--- src/rtl/alu_op_sequencer.sv ---
// Single-command initiator for the multi-cycle ALU: launch, bounded wait for done, registered response.
// Optional stats counters are built when ALU_SEQ_STATS_EN is defined.
module alu_op_sequencer #(
  parameter int unsigned TIMEOUT_CYCLES = 64,
  parameter int unsigned CNT_W          = 16
) (
  input  logic        clk,
  input  logic        rst,
  input  logic        cmd_valid,
  output logic        cmd_ready,
  input  logic [31:0] cmd_a,
  input  logic [31:0] cmd_b,
  input  logic [3:0]  cmd_op,
  input  logic        cmd_inc,
  input  logic        cmd_inv,
  output logic [31:0] alu_a,
  output logic [31:0] alu_b,
  output logic [3:0]  alu_aluop,
  output logic        alu_output_inc,
  output logic        alu_output_inv,
  output logic        alu_rst,
  input  logic        alu_done,
  input  logic [31:0] alu_res_high,
  input  logic [31:0] alu_res_low,
  output logic        rsp_valid,
  input  logic        rsp_ready,
  output logic [31:0] rsp_high,
  output logic [31:0] rsp_low,
  output logic [3:0]  rsp_op,
  output logic        rsp_timeout
`ifdef ALU_SEQ_STATS_EN
  ,
  output logic [CNT_W-1:0] stat_ops,
  output logic [CNT_W-1:0] stat_timeouts
`endif
);

  localparam logic [1:0] S_IDLE   = 2'd0;
  localparam logic [1:0] S_LAUNCH = 2'd1;
  localparam logic [1:0] S_WAIT   = 2'd2;
  localparam logic [1:0] S_RESP   = 2'd3;

  localparam int unsigned CW = $clog2(TIMEOUT_CYCLES);

  if (TIMEOUT_CYCLES < 2 || CNT_W < 1) begin : g_param_check
    $error("alu_op_sequencer: TIMEOUT_CYCLES must be >= 2 and CNT_W >= 1");
  end

  logic [1:0]    r_state;
  logic [CW-1:0] r_cnt;
  logic [31:0]   r_a;
  logic [31:0]   r_b;
  logic [3:0]    r_op;
  logic          r_inc;
  logic          r_inv;
  logic          r_alu_rst;
  logic          r_rsp_valid;
  logic [31:0]   r_rsp_high;
  logic [31:0]   r_rsp_low;
  logic [3:0]    r_rsp_op;
  logic          r_rsp_timeout;

  logic w_cmd_fire;
  logic w_rsp_fire;
  logic w_cnt_last;

  assign w_cmd_fire = cmd_valid && (r_state == S_IDLE);
  assign w_rsp_fire = r_rsp_valid && rsp_ready;
  assign w_cnt_last = (r_cnt == CW'(TIMEOUT_CYCLES - 1));

  always_ff @(posedge clk or negedge rst) begin
    if (!rst) begin
      r_state       <= S_IDLE;
      r_cnt         <= '0;
      r_a           <= '0;
      r_b           <= '0;
      r_op          <= '0;
      r_inc         <= 1'b0;
      r_inv         <= 1'b0;
      r_alu_rst     <= 1'b0;
      r_rsp_valid   <= 1'b0;
      r_rsp_high    <= '0;
      r_rsp_low     <= '0;
      r_rsp_op      <= '0;
      r_rsp_timeout <= 1'b0;
    end else begin
      case (r_state)
        S_IDLE: begin
          if (w_cmd_fire) begin
            r_a       <= cmd_a;
            r_b       <= cmd_b;
            r_op      <= cmd_op;
            r_inc     <= cmd_inc;
            r_inv     <= cmd_inv;
            r_alu_rst <= 1'b1;
            r_state   <= S_LAUNCH;
          end
        end
        S_LAUNCH: begin
          r_alu_rst <= 1'b0;
          r_cnt     <= '0;
          r_state   <= S_WAIT;
        end
        S_WAIT: begin
          // done is checked before the timeout so a late done in the final cycle still counts
          if (alu_done) begin
            r_rsp_high    <= alu_res_high;
            r_rsp_low     <= alu_res_low;
            r_rsp_op      <= r_op;
            r_rsp_timeout <= 1'b0;
            r_rsp_valid   <= 1'b1;
            r_state       <= S_RESP;
          end else if (w_cnt_last) begin
            r_rsp_high    <= '0;
            r_rsp_low     <= '0;
            r_rsp_op      <= r_op;
            r_rsp_timeout <= 1'b1;
            r_rsp_valid   <= 1'b1;
            r_state       <= S_RESP;
          end else begin
            r_cnt <= r_cnt + 1'b1;
          end
        end
        default: begin
          if (rsp_ready) begin
            r_rsp_valid <= 1'b0;
            r_state     <= S_IDLE;
          end
        end
      endcase
    end
  end

`ifdef ALU_SEQ_STATS_EN
  logic [CNT_W-1:0] r_stat_ops;
  logic [CNT_W-1:0] r_stat_timeouts;

  always_ff @(posedge clk or negedge rst) begin
    if (!rst) begin
      r_stat_ops      <= '0;
      r_stat_timeouts <= '0;
    end else if (w_rsp_fire) begin
      if (r_rsp_timeout) begin
        if (r_stat_timeouts != '1) r_stat_timeouts <= r_stat_timeouts + 1'b1;
      end else begin
        if (r_stat_ops != '1) r_stat_ops <= r_stat_ops + 1'b1;
      end
    end
  end

  assign stat_ops      = r_stat_ops;
  assign stat_timeouts = r_stat_timeouts;
`else
  logic w_unused_fire;
  assign w_unused_fire = w_rsp_fire;
`endif

  // Gated with reset so the host sees no ready while the sequencer is held in reset
  assign cmd_ready      = rst && (r_state == S_IDLE);
  assign alu_a          = r_a;
  assign alu_b          = r_b;
  assign alu_aluop      = r_op;
  assign alu_output_inc = r_inc;
  assign alu_output_inv = r_inv;
  assign alu_rst        = r_alu_rst;
  assign rsp_valid      = r_rsp_valid;
  assign rsp_high       = r_rsp_high;
  assign rsp_low        = r_rsp_low;
  assign rsp_op         = r_rsp_op;
  assign rsp_timeout    = r_rsp_timeout;

endmodule
--- config.mk ---
export PLATFORM = sky130hd
export DESIGN_NAME = alu_op_sequencer
export DESIGN_NICKNAME = d
export VERILOG_FILES = /design/src/rtl/alu_op_sequencer.sv
export SDC_FILE = /design/constraint.sdc
export NUM_CORES = 1
export LEC_CHECK = 0
export ABC_AREA = 1
export BUFFER_PORTS_ARGS = -buffer_cell sky130_fd_sc_hd__buf_2
export CAP_MARGIN = 20
export CORE_UTILIZATION = 43
export CTS_BUF_LIST = sky130_fd_sc_hd__clkbuf_4 sky130_fd_sc_hd__clkbuf_8
export DETAILED_ROUTE_END_ITERATION = 7
export GPL_ROUTABILITY_DRIVEN = 0
export PLACE_DENSITY = 0.78
export REMOVE_ABC_BUFFERS = 1
export SLEW_MARGIN = 10
export SYNTH_ARGS = -nofsm -noshare
export SYNTH_HDL_FRONTEND = slang
export SYNTH_SLANG_ARGS = --single-unit
--- constraint.sdc ---
create_clock -name clk -period 1.4 [get_ports clk]
set_input_delay 0.14 -clock clk [delete_from_list [all_inputs] [get_ports clk]]
set_output_delay 0.14 -clock clk [all_outputs]
set_load 0.02 [all_outputs]
==> metrics <==
number of synthesized flops with an enable pin=0; CTS clk-pin slew, worst paths=0.08 ns; endpoint kind of the worst setup timing path=flip-flop; critical path startpoint category=flip-flop; starting utilization of the core area=0.444; classification of the worst-slack hold path=primary input to flip-flop; half-perimeter wire length after detailed placement=10,800 um; number of filler instances in the final layout=868; actual slew at the worst max-slew pin=0.492 ns; clock buffer count from CTS=17; DR WL met3=1690 um; floorplan die height=119 um; post-synthesis area per instance=8.87 um^2; final hold violation count=0; Max-Slew Margin vs Limit=0.672; CTS root buffer=clkbuf_8; clock tree skew after final layout=0.0135 ns; insertion delay to the later sink of the worst-skew pair=0.44 ns; DR top layer=met4; number of cells on the worst reg-to-reg path=7; period utilization=1.02; TritonCTS Sinks=149; final global-route overflow total=0; layout cell share with drive strength beyond 1=0.341; launching point of the worst reg2reg path=r_cnt[1]; number of standard-cell rows in the floorplan=42; Die Outline Area=14,200 um^2; Routed met2 length=10,300 um; area delta synth->final=62.4%; signal arrival time at the worst endpoint=1.76 ns; number of iterations in the first detailed-routing pass=5; leakage power=5.43 nW; setup repair after global routing missed its margin=true; share of the synthesized area in the top cell type=0.632; Ant. Diodes=0; Pwr per Cell Area=2100 nW/um^2; total power draw=20.1 mW; max-cap viol count=0; Setup crit end=rsp_low[1]; Critical Path Most Common Cell=nand2_1; kind of cell adding the most delay to the critical path=flip-flops; synth top area cells=dfrtp_1, nand2_1, buf_6, inv_1, buf_2; Register Area=3730 um^2; total number of yosys warnings=0; Top-Level Pins=281; violations in the final reports=setup timing; count leader, synth=nand2_1; largest incremental delay on the critical path=0.40 ns; H-tree depth reported by CTS=4; Max Transition Viols Final=0; floorplan core area=13,300 um^2; number of routed nets with antenna violations=0; largest net degree at the start of global routing=98; run status=finished, violations left; ratio of routed vias to standard cells=4.83; number of remaining DRC errors=0; final worst path period need=1.43 ns; critical path start-end classification=flip-flop to flip-flop; buffers from clock root to sink, at most=2; slack of the worst reg-to-reg path=-0.03 ns; fraction of registers with async set/reset=1.00; sum of routed wire segments on met1=7490 um; top flip-flop cell by instance count after synthesis=dfrtp_1; CP Cell Sequence=ha_4 > nand3_4 > o21bai_4 > nand2_8 > buf_12 > nand2_1 > nand2_1; Avg WL per Cell=15.6 um; via count of the first global-routing pass=6,391; cell with the largest stage delay on the worst path=dfrtp_1; end of the worst register-to-register path=rsp_low[1]; depth of the critical timing path with buffers and inverters included=7; final wirelength=20,100 um; Syn Inst Count=665; input/output buffers=280; crit path setup slack, layout=-0.0332 ns; post-layout utilization of the core=0.720; total number of vias=6,207; final cell area excluding filler cells=9580 um^2; Worst Path Max Fanout=19; post-synth top area cell=dfrtp_1; Peak Freq=0.698 GHz; multi-input logic area=2020 um^2; placed cell area=7570 um^2; library cells used by synthesis=21; accumulated negative setup slack=-0.204 ns; worst supply voltage drop on vdd=1300 uV; flip-flop and latch count after synthesis=149; # setup viols final=16; count of buffer and inverter cells on the critical path=1; Die Span X=119 um; initial antenna violation count=0; most used standard cells in the synthesized netlist=nand2_1, dfrtp_1, inv_1; launching element of the worst setup path=r_cnt[1]; count of nets after finishing=1,243; area of the mapped netlist=5900 um^2; CTS tree=yes; total global-route track usage=0.284; count of routing violations after the opening detailed-route iteration=426; post-synthesis sequential area ratio=0.632; wire length of the first global-routing pass=31,100 um; required time at the worst-slack endpoint=1.72 ns
power breakdown:
part           switching, mW  internal [mW]  total, mW
logic                   6.23           3.51       9.74
registers               1.16           6.27       7.43
clock network           1.53           1.40       2.93
layout by cell type (no fill, tap or decap), types with 2 or more instances in the layout:
cell type / netlist / layout
dfrtp_1: 149 / 149
clkinv_2: 0 / 5
clkinv_4: 0 / 2
inv_2: 0 / 6
buf_4: 5 / 13
xor2_1: 2 / 2
inv_1: 20 / 13
buf_2: 12 / 278
clkbuf_8: 0 / 17
buf_12: 0 / 8
o21ai_0: 6 / 5
o21ai_2: 4 / 4
buf_6: 7 / 7
nand2_2: 0 / 19
nand2_1: 429 / 409
nand2_8: 0 / 2
ha_4: 0 / 2
dlygate4sd3_1: 0 / 136
nand3_1: 11 / 11
clkbuf_4: 0 / 2
buf_16: 0 / 2
nand3_4: 0 / 2
clkbuf_16: 0 / 2
clkinvlp_4: 0 / 2
how the worst min path moves through the flow:
stage / start / end / slack, ns / cells past startpoint
2_1_floorplan: rst / alu_a[0] / -0.16 / 0
3_3_place_gp: rst / alu_b[30] / 0.19 / 2
3_5_place_dp: rst / alu_b[30] / 0.18 / 2
4_1_cts: rsp_ready / rsp_valid / 0.01 / 4
5_1_grt: rsp_ready / rsp_valid / 0.04 / 4
6_report: rsp_ready / rsp_valid / 0.04 / 4
metrics by stage:
step           worst slack (ns)  hold slack (ns)  instances
2_1_floorplan             -1.96           -0.156        635
3_3_place_gp             0.0359            0.186       1111
3_5_place_dp            -0.0111            0.185       1111
4_1_cts                 -0.0379           0.0104       1281
5_1_grt                 -0.0897           0.0448       1286
6_report                -0.0332           0.0412       1286
state kept, by name, summed over array words and instances, names as in the netlist:
| signal | cells |
|---|---|
| alu_a | 32 |
| alu_aluop | 4 |
| alu_b | 32 |
| alu_output_inc | 1 |
| alu_output_inv | 1 |
| alu_rst | 1 |
| r_cnt | 6 |
| r_state | 2 |
| rsp_high | 32 |
| rsp_low | 32 |
| rsp_op | 4 |
| rsp_timeout | 1 |
| rsp_valid | 1 |
routing by layer:
| metal | vias up | global-route usage |
|---|---|---|
| met5 | - | 0 |
| met4 | 0 | 0.136 |
| met3 | 49 | 0.0757 |
| met2 | 353 | 0.504 |
| met1 | 2928 | 0.314 |
| li1 | 2877 | - |
tightest hold or removal path, delay by kind of cell:
family / cells / cell delay (ns)
buffers and inverters: 1 / 0.11
AND/OR/NAND/NOR: 2 / 0.14
AO/OA/AOI/OAI: 1 / 0.05
area by class of cell:
class | instances | area share
timing repair buffer | 446 | 0.333
multi-input combinational | 466 | 0.211
inverter | 20 | 0.00862
clock inverter | 10 | 0.00914
clock buffer | 19 | 0.0260
sequential | 149 | 0.389
tap | 176 | 0.0230
repair_timing:
action                     in CTS  in global routing
pin swaps                       2                  3
gates cloned                    2                  2
gates resized for setup        17                 35
hold endpoints to repair      284                  0
setup endpoints to repair      18                146
setup buffers                   3                  4
hold buffers                  136                  0
cells by family after synthesis:
| logic type | synth area share |
|---|---|
| compound gates | 0.0182 |
| xor+xnor | 0.00446 |
| fa+ha+maj | 0.00849 |
| buf+inv | 0.0467 |
| flops | 0.632 |
| simple gates | 0.290 |
(Power assumes the default switching activity.)
